[src/rtl/mod_digest_reader_if.sv]
// Memory read port and byte-stream handshake for the digest reader.
// master = reader side, slave = memory/host side.
interface mod_digest_reader_if #(
  parameter int ADDR_W = 7
);
  logic              mem_rd_en;
  logic [ADDR_W-1:0] mem_addr;
  logic [31:0]       mem_rd_data;
  logic [7:0]        out_data;
  logic              out_valid;
  logic              out_ready;
  logic              out_last;

  modport master (
    output mem_rd_en,
    output mem_addr,
    output out_data,
    output out_valid,
    output out_last,
    input  mem_rd_data,
    input  out_ready
  );

  modport slave (
    input  mem_rd_en,
    input  mem_addr,
    input  out_data,
    input  out_valid,
    input  out_last,
    output mem_rd_data,
    output out_ready
  );
endinterface

[src/rtl/mod_digest_reader.sv]
// Reads H0..H7 from the H/K memory and streams the 32-byte digest
// big-endian over a valid/ready byte interface.
module mod_digest_reader #(
  parameter int ADDR_W = 7,
  parameter int H_BASE = 0
) (
  input  logic clk_i,
  input  logic rst_ni,
  input  logic start_i,
  output logic busy_o,
  output logic done_o,
  mod_digest_reader_if.master bus
);

  typedef enum logic [2:0] {
    S_IDLE,
    S_READ,
    S_LATCH,
    S_SEND,
    S_FINISH
  } state_e;

  localparam logic [ADDR_W-1:0] BASE = ADDR_W'(H_BASE);

  state_e            state_q;
  logic [2:0]        word_idx_q;
  logic [1:0]        byte_idx_q;
  logic [31:0]       word_q;
  logic              rd_en_q;
  logic [ADDR_W-1:0] addr_q;
  logic              valid_q;
  logic              last_q;
  logic              busy_q;
  logic              done_q;
  logic [7:0]        out_byte;

  always_ff @(posedge clk_i or negedge rst_ni) begin
    if (!rst_ni) begin
      state_q    <= S_IDLE;
      word_idx_q <= '0;
      byte_idx_q <= '0;
      word_q     <= '0;
      rd_en_q    <= 1'b0;
      addr_q     <= '0;
      valid_q    <= 1'b0;
      last_q     <= 1'b0;
      busy_q     <= 1'b0;
      done_q     <= 1'b0;
    end else begin
      rd_en_q <= 1'b0;
      done_q  <= 1'b0;
      unique case (state_q)
        S_IDLE: begin
          if (start_i) begin
            word_idx_q <= '0;
            byte_idx_q <= '0;
            addr_q     <= BASE;
            rd_en_q    <= 1'b1;
            busy_q     <= 1'b1;
            state_q    <= S_READ;
          end
        end
        S_READ: begin
          state_q <= S_LATCH;
        end
        S_LATCH: begin
          word_q  <= bus.mem_rd_data;
          valid_q <= 1'b1;
          last_q  <= 1'b0;
          state_q <= S_SEND;
        end
        S_SEND: begin
          if (bus.out_ready) begin
            byte_idx_q <= byte_idx_q + 2'd1;
            last_q     <= (word_idx_q == 3'd7) &&
                          (byte_idx_q == 2'd2);
            if (byte_idx_q == 2'd3) begin
              valid_q <= 1'b0;
              last_q  <= 1'b0;
              if (word_idx_q == 3'd7) begin
                done_q  <= 1'b1;
                busy_q  <= 1'b0;
                state_q <= S_FINISH;
              end else begin
                word_idx_q <= word_idx_q + 3'd1;
                addr_q     <= BASE +
                              ADDR_W'(word_idx_q + 3'd1);
                rd_en_q    <= 1'b1;
                state_q    <= S_READ;
              end
            end
          end
        end
        S_FINISH: begin
          state_q <= S_IDLE;
        end
        default: begin
          state_q <= S_IDLE;
        end
      endcase
    end
  end

  // byte 0 is bank_1, the most significant byte
  always_comb begin
    out_byte = word_q[31:24];
    unique case (byte_idx_q)
      2'd0: out_byte = word_q[31:24];
      2'd1: out_byte = word_q[23:16];
      2'd2: out_byte = word_q[15:8];
      2'd3: out_byte = word_q[7:0];
      default: out_byte = word_q[31:24];
    endcase
  end

  assign bus.mem_rd_en = rd_en_q;
  assign bus.mem_addr  = addr_q;
  assign bus.out_data  = out_byte;
  assign bus.out_valid = valid_q;
  assign bus.out_last  = last_q;
  assign busy_o        = busy_q;
  assign done_o        = done_q;

endmodule
[src/flat_wrapper.sv]
// flat-port wrapper written by rule: the top's interface ports become plain ports
module mod_digest_reader_flat 
#(
  parameter int ADDR_W = 7,
  parameter int H_BASE = 0
)
  (clk_i, rst_ni, start_i, busy_o, done_o, bus_mem_rd_en, bus_mem_addr, bus_out_data, bus_out_valid, bus_out_last, bus_mem_rd_data, bus_out_ready);
  mod_digest_reader_if #(.ADDR_W(ADDR_W)) bus_i ();
  input  logic clk_i;
  input  logic rst_ni;
  input  logic start_i;
  output logic busy_o;
  output logic done_o;
  output wire logic [$bits(bus_i.mem_rd_en)-1:0] bus_mem_rd_en;
  output wire logic [$bits(bus_i.mem_addr)-1:0] bus_mem_addr;
  output wire logic [$bits(bus_i.out_data)-1:0] bus_out_data;
  output wire logic [$bits(bus_i.out_valid)-1:0] bus_out_valid;
  output wire logic [$bits(bus_i.out_last)-1:0] bus_out_last;
  input wire logic [$bits(bus_i.mem_rd_data)-1:0] bus_mem_rd_data;
  input wire logic [$bits(bus_i.out_ready)-1:0] bus_out_ready;
  assign bus_mem_rd_en = bus_i.mem_rd_en;
  assign bus_mem_addr = bus_i.mem_addr;
  assign bus_out_data = bus_i.out_data;
  assign bus_out_valid = bus_i.out_valid;
  assign bus_out_last = bus_i.out_last;
  assign bus_i.mem_rd_data = bus_mem_rd_data;
  assign bus_i.out_ready = bus_out_ready;
  mod_digest_reader #(.ADDR_W(ADDR_W), .H_BASE(H_BASE)) u_core (.clk_i(clk_i), .rst_ni(rst_ni), .start_i(start_i), .busy_o(busy_o), .done_o(done_o), .bus(bus_i));
endmodule
[config.mk]
export PLATFORM = sky130hd
export DESIGN_NAME = mod_digest_reader_flat
export DESIGN_NICKNAME = d
export VERILOG_FILES = /design/src/rtl/mod_digest_reader_if.sv /design/src/rtl/mod_digest_reader.sv /design/src/flat_wrapper.sv
export SDC_FILE = /design/constraint.sdc
export NUM_CORES = 1
export LEC_CHECK = 0
export BUFFER_PORTS_ARGS = -buffer_cell sky130_fd_sc_hd__buf_2
export CAP_MARGIN = 10
export CORE_MARGIN = 1
export CORE_UTILIZATION = 40
export DETAILED_ROUTE_END_ITERATION = 10
export PLACE_DENSITY = 0.71
export SKIP_CTS_REPAIR_TIMING = 1
export SLEW_MARGIN = 0
export SYNTH_ARGS = -nofsm -noshare
export SYNTH_HDL_FRONTEND = slang
export SYNTH_SLANG_ARGS = --single-unit
export TNS_END_PERCENT = 30
[constraint.sdc]
create_clock -name clk_i -period 4.3 [get_ports clk_i]
set_input_delay 0.86 -clock clk_i [delete_from_list [all_inputs] [get_ports clk_i]]
set_output_delay 0.86 -clock clk_i [all_outputs]
set_load 0.01 [all_outputs]
==> results of run 1 <==
-- worst max-delay path: cells and delay by family (launching register included) --
kind	cells	cell delay (ns)
adder cells (fa/ha/maj)	1	0.53
buffers and inverters	2	0.28
multiplexers	1	0.28
flip-flops	1	0.42
-- synthesized netlist by cell type (2+ instances only) --
cell      number  area share (%)
nand2_1        6             1.0
a222oi_1       8             3.6
buf_6          3             1.5
a21oi_1        6             1.3
clkbuf_1       5            0.84
buf_4          4             1.3
a21o_1         2            0.67
mux2_1        32              16
inv_1         13             2.2
mux2i_1       12             5.4
nor2b_1        2            0.56
dfrtp_1       46              52
buf_2          2            0.45
and3_1         3            0.84
nand3_1        2            0.45
ha_1           7             3.9
-- sequential cells by signal (all words and copies together), names as in the netlist, 2 cells and up --
| register | flops |
|---|---|
| u_core.word_q | 32 |
| u_core.bus.mem_addr | 2 |
| u_core.word_idx_q | 2 |
| u_core.byte_idx_q | 2 |
| u_core.state_q | 3 |
-- routing by layer --
metal	global-route usage, %	vias to the layer above	wire, um
li1	-	703	-
met5	0	-	0
met1	21.6	717	2000
met3	3.83	7	164
met2	24.9	41	1990
met4	7.50	0	83
-- per-stage QoR --
step | util, % | instance area (um2)
4_1_cts | 49.2 | 2580
3_3_place_gp | 47.5 | 2490
6_report | 49.2 | 2580
5_1_grt | 49.2 | 2580
2_1_floorplan | - | 2230
3_5_place_dp | 47.5 | 2490
-- where the power goes --
group / internal (mW) / leakage, nW / switching, mW / total [mW]
Clock: 0.115 / 0.0483 / 0.153 / 0.267
Sequential: 0.631 / 0.555 / 0.132 / 0.763
Combinational: 0.363 / 0.662 / 0.364 / 0.727
Total: 1.11 / 1.27 / 0.649 / 1.76
-- area by class of cell --
cell class / count / area share, %
flip-flops and latches: 46 / 44.7
multi-input cells: 101 / 36.5
repair buffers: 52 / 10.1
well taps: 70 / 3.40
clock buffers: 5 / 2.67
inverters: 13 / 1.89
clock inverters: 3 / 0.729
-- cells by family after synthesis --
group | Yosys count | synth area share (%)
mux | 44 | 21.6
flops | 46 | 51.7
buf+inv | 27 | 6.35
simple gates | 27 | 9.39
other cells | 1 | 0.168
fa+ha+maj | 7 | 3.93
compound gates | 20 | 6.86
-- worst max-delay path by stage --
stage	slack, ns	start	end
finish	1.62	u_core.byte_idx_q[0]$_DFFE_PN0P_	bus_out_data[5]
global route	1.47	u_core.byte_idx_q[1]$_DFFE_PN0P_	bus_out_data[0]
CTS	1.59	u_core.byte_idx_q[0]$_DFFE_PN0P_	bus_out_data[5]
detailed placement	1.96	u_core.byte_idx_q[0]$_DFFE_PN0P_	bus_out_data[5]
global placement	2.01	u_core.byte_idx_q[0]$_DFFE_PN0P_	bus_out_data[5]
floorplan	2.13	u_core.byte_idx_q[0]$_DFFE_PN0P_	bus_out_data[0]
==> results.json, run 1 <==
{
  "r2r_start": "u_core.state_q[1]$_DFFE_PN0P_",
  "final_nets": 262,
  "cts_buffer_depth": 2,
  "start_kind": "flip-flop",
  "drtIter0Drc": 96,
  "dp.cells": 282,
  "wl_per_cell_um": 14.6,
  "routed_wl_mm": 4.24,
  "hold_end": "u_core.word_q[7]$_DFFE_PN0P_",
  "grt_max_degree": 47,
  "multi_input_area_um2": 941,
  "rsz0062_at_grt": "no",
  "power_density_mw_per_mm2": 682,
  "htree_num_levels": 2,
  "async_flop_share_pct": 100,
  "vias": 1468,
  "tritoncts": "yes",
  "dp_slack_ns": 1.96,
  "first_global_vias": 1457,
  "numCtsBuffers": 5,
  "crit_arrival_ns": 1.82,
  "drive_gt1_share_pct": 30.0,
  "required_ns": 3.44,
  "drtAntennaViolNets": 0,
  "fmax_ghz": 0.373,
  "dr.pass1.iters": 4,
  "crit_path_top_delay_cell": "ha_1",
  "ys.flop_type": "dfrtp_1",
  "hold_path.class": "reg2reg",
  "port_buffers": 52,
  "cp_max_fo": 8,
  "p_leak_nw": 1.27,
  "r2r_setup_slack_ns": 2.34,
  "ir_drop_uv": 295,
  "clock_latency_ns": 0.31,
  "finalHoldWorstSlack_ns": 0.493,
  "max_slew_margin_pct": 31.6,
  "slew_violations": 0,
  "setup_ws_ns": 1.62,
  "ioPinCount": 56,
  "die_h_um": 76.6,
  "clkTransAtPathRegs_ns": 0.09,
  "rows": 26,
  "drc": 0,
  "fp.dieW_um": 76.6,
  "ys_seq_area_share_pct": 51.7,
  "max_stage_delay_ns": 0.53,
  "final_common_cell": "buf_2",
  "critical_path_class": "reg2out",
  "status": "complete, no violations",
  "fin_crit_sh_pct": 62.3,
  "grt.total_usage_pct": 16.2,
  "place_congestion": 0.741,
  "synth_edf_count": 0,
  "path_cells": "inv_1 > ha_1 > mux2i_1 > buf_2",
  "antenna_cells": 0,
  "setup_violations": 0,
  "area.growth.synth_to_final_pct": 15.7,
  "grt_pass1_wl_mm": 7.22,
  "synth_warnings": 0,
  "period_needed_ns": 2.68,
  "grt_overflow": 0,
  "regArea_mm2": 0.00115,
  "stdcell_count": 290,
  "cap_violations": 0,
  "layout_common_cells": "buf_2 (52), dfrtp_1 (46), mux2_1 (32), inv_1 (13), mux2i_1 (12)",
  "worstHoldPathCells": 1,
  "n_fill_cell": 491,
  "via_per_inst": 5.06,
  "antenna_found_initial": 0,
  "syn_avg_cell_area_um2": 12.9,
  "syn_area_mm2": 0.00223,
  "endpoint_kind": "output pin",
  "dp_hpwl_mm": 3.00,
  "cts_root_buffer": "clkbuf_8",
  "synth_cell_type_count": 35,
  "synthesis.instances": 172,
  "core_area_mm2": 0.00524,
  "die_area_mm2": 0.00587,
  "ys_seq_elements": 46,
  "min_from": "u_core.word_q[7]$_DFFE_PN0P_",
  "tns_ns": 0,
  "fin_skew_ns": 0.0108,
  "rr_worst_depth": 3,
  "timing_hold_violations_final": 0,
  "cts.sinks": 46,
  "finalPower_mw": 1.76,
  "timing.rr.end": "u_core.word_q[5]$_DFFE_PN0P_",
  "tightest_slew_ns": 1.03,
  "start_util_pct": 42.5
}
Note: power is estimated with default switching activity, not from simulation.
==> inputs of run 2 (changes only) <==
clock period = 2.5 ns   (was 4.3 ns; I/O delays follow)
==> results.json, run 2 (same netlist as run 1, synthesis figures left out) <==
{
  "status": "complete, no violations",
  "htree_num_levels": 2,
  "p_seq_share_pct": 42.7,
  "cap_violations": 0,
  "regArea_mm2": 0.00115,
  "max_slew_margin_pct": 63.0,
  "rows": 26,
  "grt_max_degree": 33,
  "r2r_start": "u_core.state_q[2]$_DFFE_PN0P_",
  "critical_path_class": "reg2out",
  "vias": 1472,
  "port_buffers": 52,
  "cp_max_fo": 8,
  "largest_register": "u_core.word_q",
  "layout_common_cells": "buf_2 (52), dfrtp_1 (46), mux2_1 (32), inv_1 (13), mux2i_1 (12)",
  "timing_hold_violations_final": 0,
  "cts_root_buffer": "clkbuf_8",
  "drtIter0Drc": 82,
  "routed_wl_mm": 4.20,
  "die_h_um": 76.6,
  "drive_gt1_share_pct": 30.6,
  "fp.dieW_um": 76.6,
  "grt_overflow": 0,
  "pwr-share-clk_pct": 16.4,
  "r2r_setup_slack_ns": 0.82,
  "timing.rr.end": "u_core.word_q[17]$_DFFE_PN0P_",
  "die_area_mm2": 0.00587,
  "required_ns": 2.00,
  "grt.total_usage_pct": 15.6,
  "place_congestion": 0.759,
  "hold_path.class": "in2async",
  "tightest_slew_ns": 0.555,
  "clock_latency_ns": 0.30,
  "finalHoldWorstSlack_ns": 0.0857,
  "antenna_cells": 0,
  "tns_ns": 0,
  "grt_pass1_wl_mm": 7.02,
  "drc": 0,
  "dp_hpwl_mm": 2.99,
  "final_common_cell": "buf_2",
  "p_leak_nw": 1.28,
  "ir_drop_uv": 555,
  "start_util_pct": 42.5,
  "fin_crit_sh_pct": 92.8,
  "period_needed_ns": 2.32,
  "drtAntennaViolNets": 0,
  "pwr-share-comb_pct": 41.0,
  "ioPinCount": 56,
  "dr.pass1.iters": 4,
  "numCtsBuffers": 5,
  "cts_buffer_depth": 2,
  "crit_arrival_ns": 1.82,
  "fmax_ghz": 0.431,
  "n_fill_cell": 492,
  "power_density_mw_per_mm2": 1180,
  "wl_per_cell_um": 14.4,
  "final_nets": 264,
  "start_kind": "flip-flop",
  "rsz0062_at_grt": "no",
  "area.growth.synth_to_final_pct": 17.2,
  "multi_input_area_um2": 941,
  "cts.sinks": 46,
  "antenna_found_initial": 0,
  "reg.largest.list": "u_core.word_q x32, u_core.state_q x3",
  "first_global_vias": 1490,
  "p_sw_share_pct": 35.8,
  "largest_reg_flops": 32,
  "setup_violations": 0,
  "endpoint_kind": "output pin",
  "fin_skew_ns": 0.00738,
  "power.switching_mw": 1.10,
  "tritoncts": "yes",
  "clkTransAtPathRegs_ns": 0.08,
  "core_area_mm2": 0.00524,
  "via_per_inst": 5.04,
  "rr_worst_depth": 4,
  "p_int_mw": 1.97,
  "slew_violations": 0
}
## run 2: changes by cell type in the layout (fill, tap and decap cells not counted)
cell      change
buf_4         +2
clkinv_4      +1
inv_6         -1
clkbuf_8      +2
clkinv_2      -2
## run 2: how the worst max path moves through the flow
stage	from	to
floorplan	u_core.byte_idx_q[0]$_DFFE_PN0P_	bus_out_data[0]
global placement	u_core.byte_idx_q[1]$_DFFE_PN0P_	bus_out_data[5]
detailed placement	u_core.byte_idx_q[1]$_DFFE_PN0P_	bus_out_data[5]
CTS	u_core.byte_idx_q[1]$_DFFE_PN0P_	bus_out_data[5]
global route	u_core.byte_idx_q[1]$_DFFE_PN0P_	bus_out_data[4]
finish	u_core.byte_idx_q[1]$_DFFE_PN0P_	bus_out_data[5]
## run 2: layout make-up
cell class / instances / share of cell area, %
Clock buffer: 7 / 3.69
Clock inverter: 1 / 0.336
Inverter: 13 / 1.87
Multi-Input combinational cell: 101 / 36.1
Sequential cell: 46 / 44.1
Tap cell: 70 / 3.36
Timing Repair Buffer: 54 / 10.6
## run 2: routing by layer
metal	vias to the layer above	global-route usage, %	part of all wire [%]
met3	6	2.87	5.0
li1	706	-	-
met1	710	19.8	45
met2	50	25.9	48
met4	0	6.92	1.6
met5	-	0	0
## run 2: power by group through the flow
stage / combinational [mW] / sequential (mW) / clock (mW)
after global placement: 1.25 / 1.31 / 0
after floorplan: 0.950 / 1.26 / 0
after detailed placement: 1.28 / 1.33 / 0
after global routing: 1.41 / 1.36 / 0.546
final: 1.26 / 1.31 / 0.502
after CTS: 1.29 / 1.31 / 0.517
## run 2: worst max-delay path: stages, from the launching register on
cell and delay [ns]:
dfrtp_1 0.43, inv_1 0.09, ha_1 0.33, a222oi_1 0.40, mux2i_1 0.11, buf_2 0.16
## run 2: per-stage QoR
stage / cell area, um2 / util [%] / total power, mW / instances / worst slack, ns
4_1_cts: 2610 / 49.8 / 3.12 / 292 / 0.153
3_3_place_gp: 2500 / 47.8 / 2.56 / 284 / 0.551
2_1_floorplan: 2230 / - / 2.21 / 174 / 0.685
6_report: 2610 / 49.8 / 3.07 / 292 / 0.181
5_1_grt: 2610 / 49.8 / 3.31 / 292 / 0.0569
3_5_place_dp: 2500 / 47.8 / 2.61 / 284 / 0.503
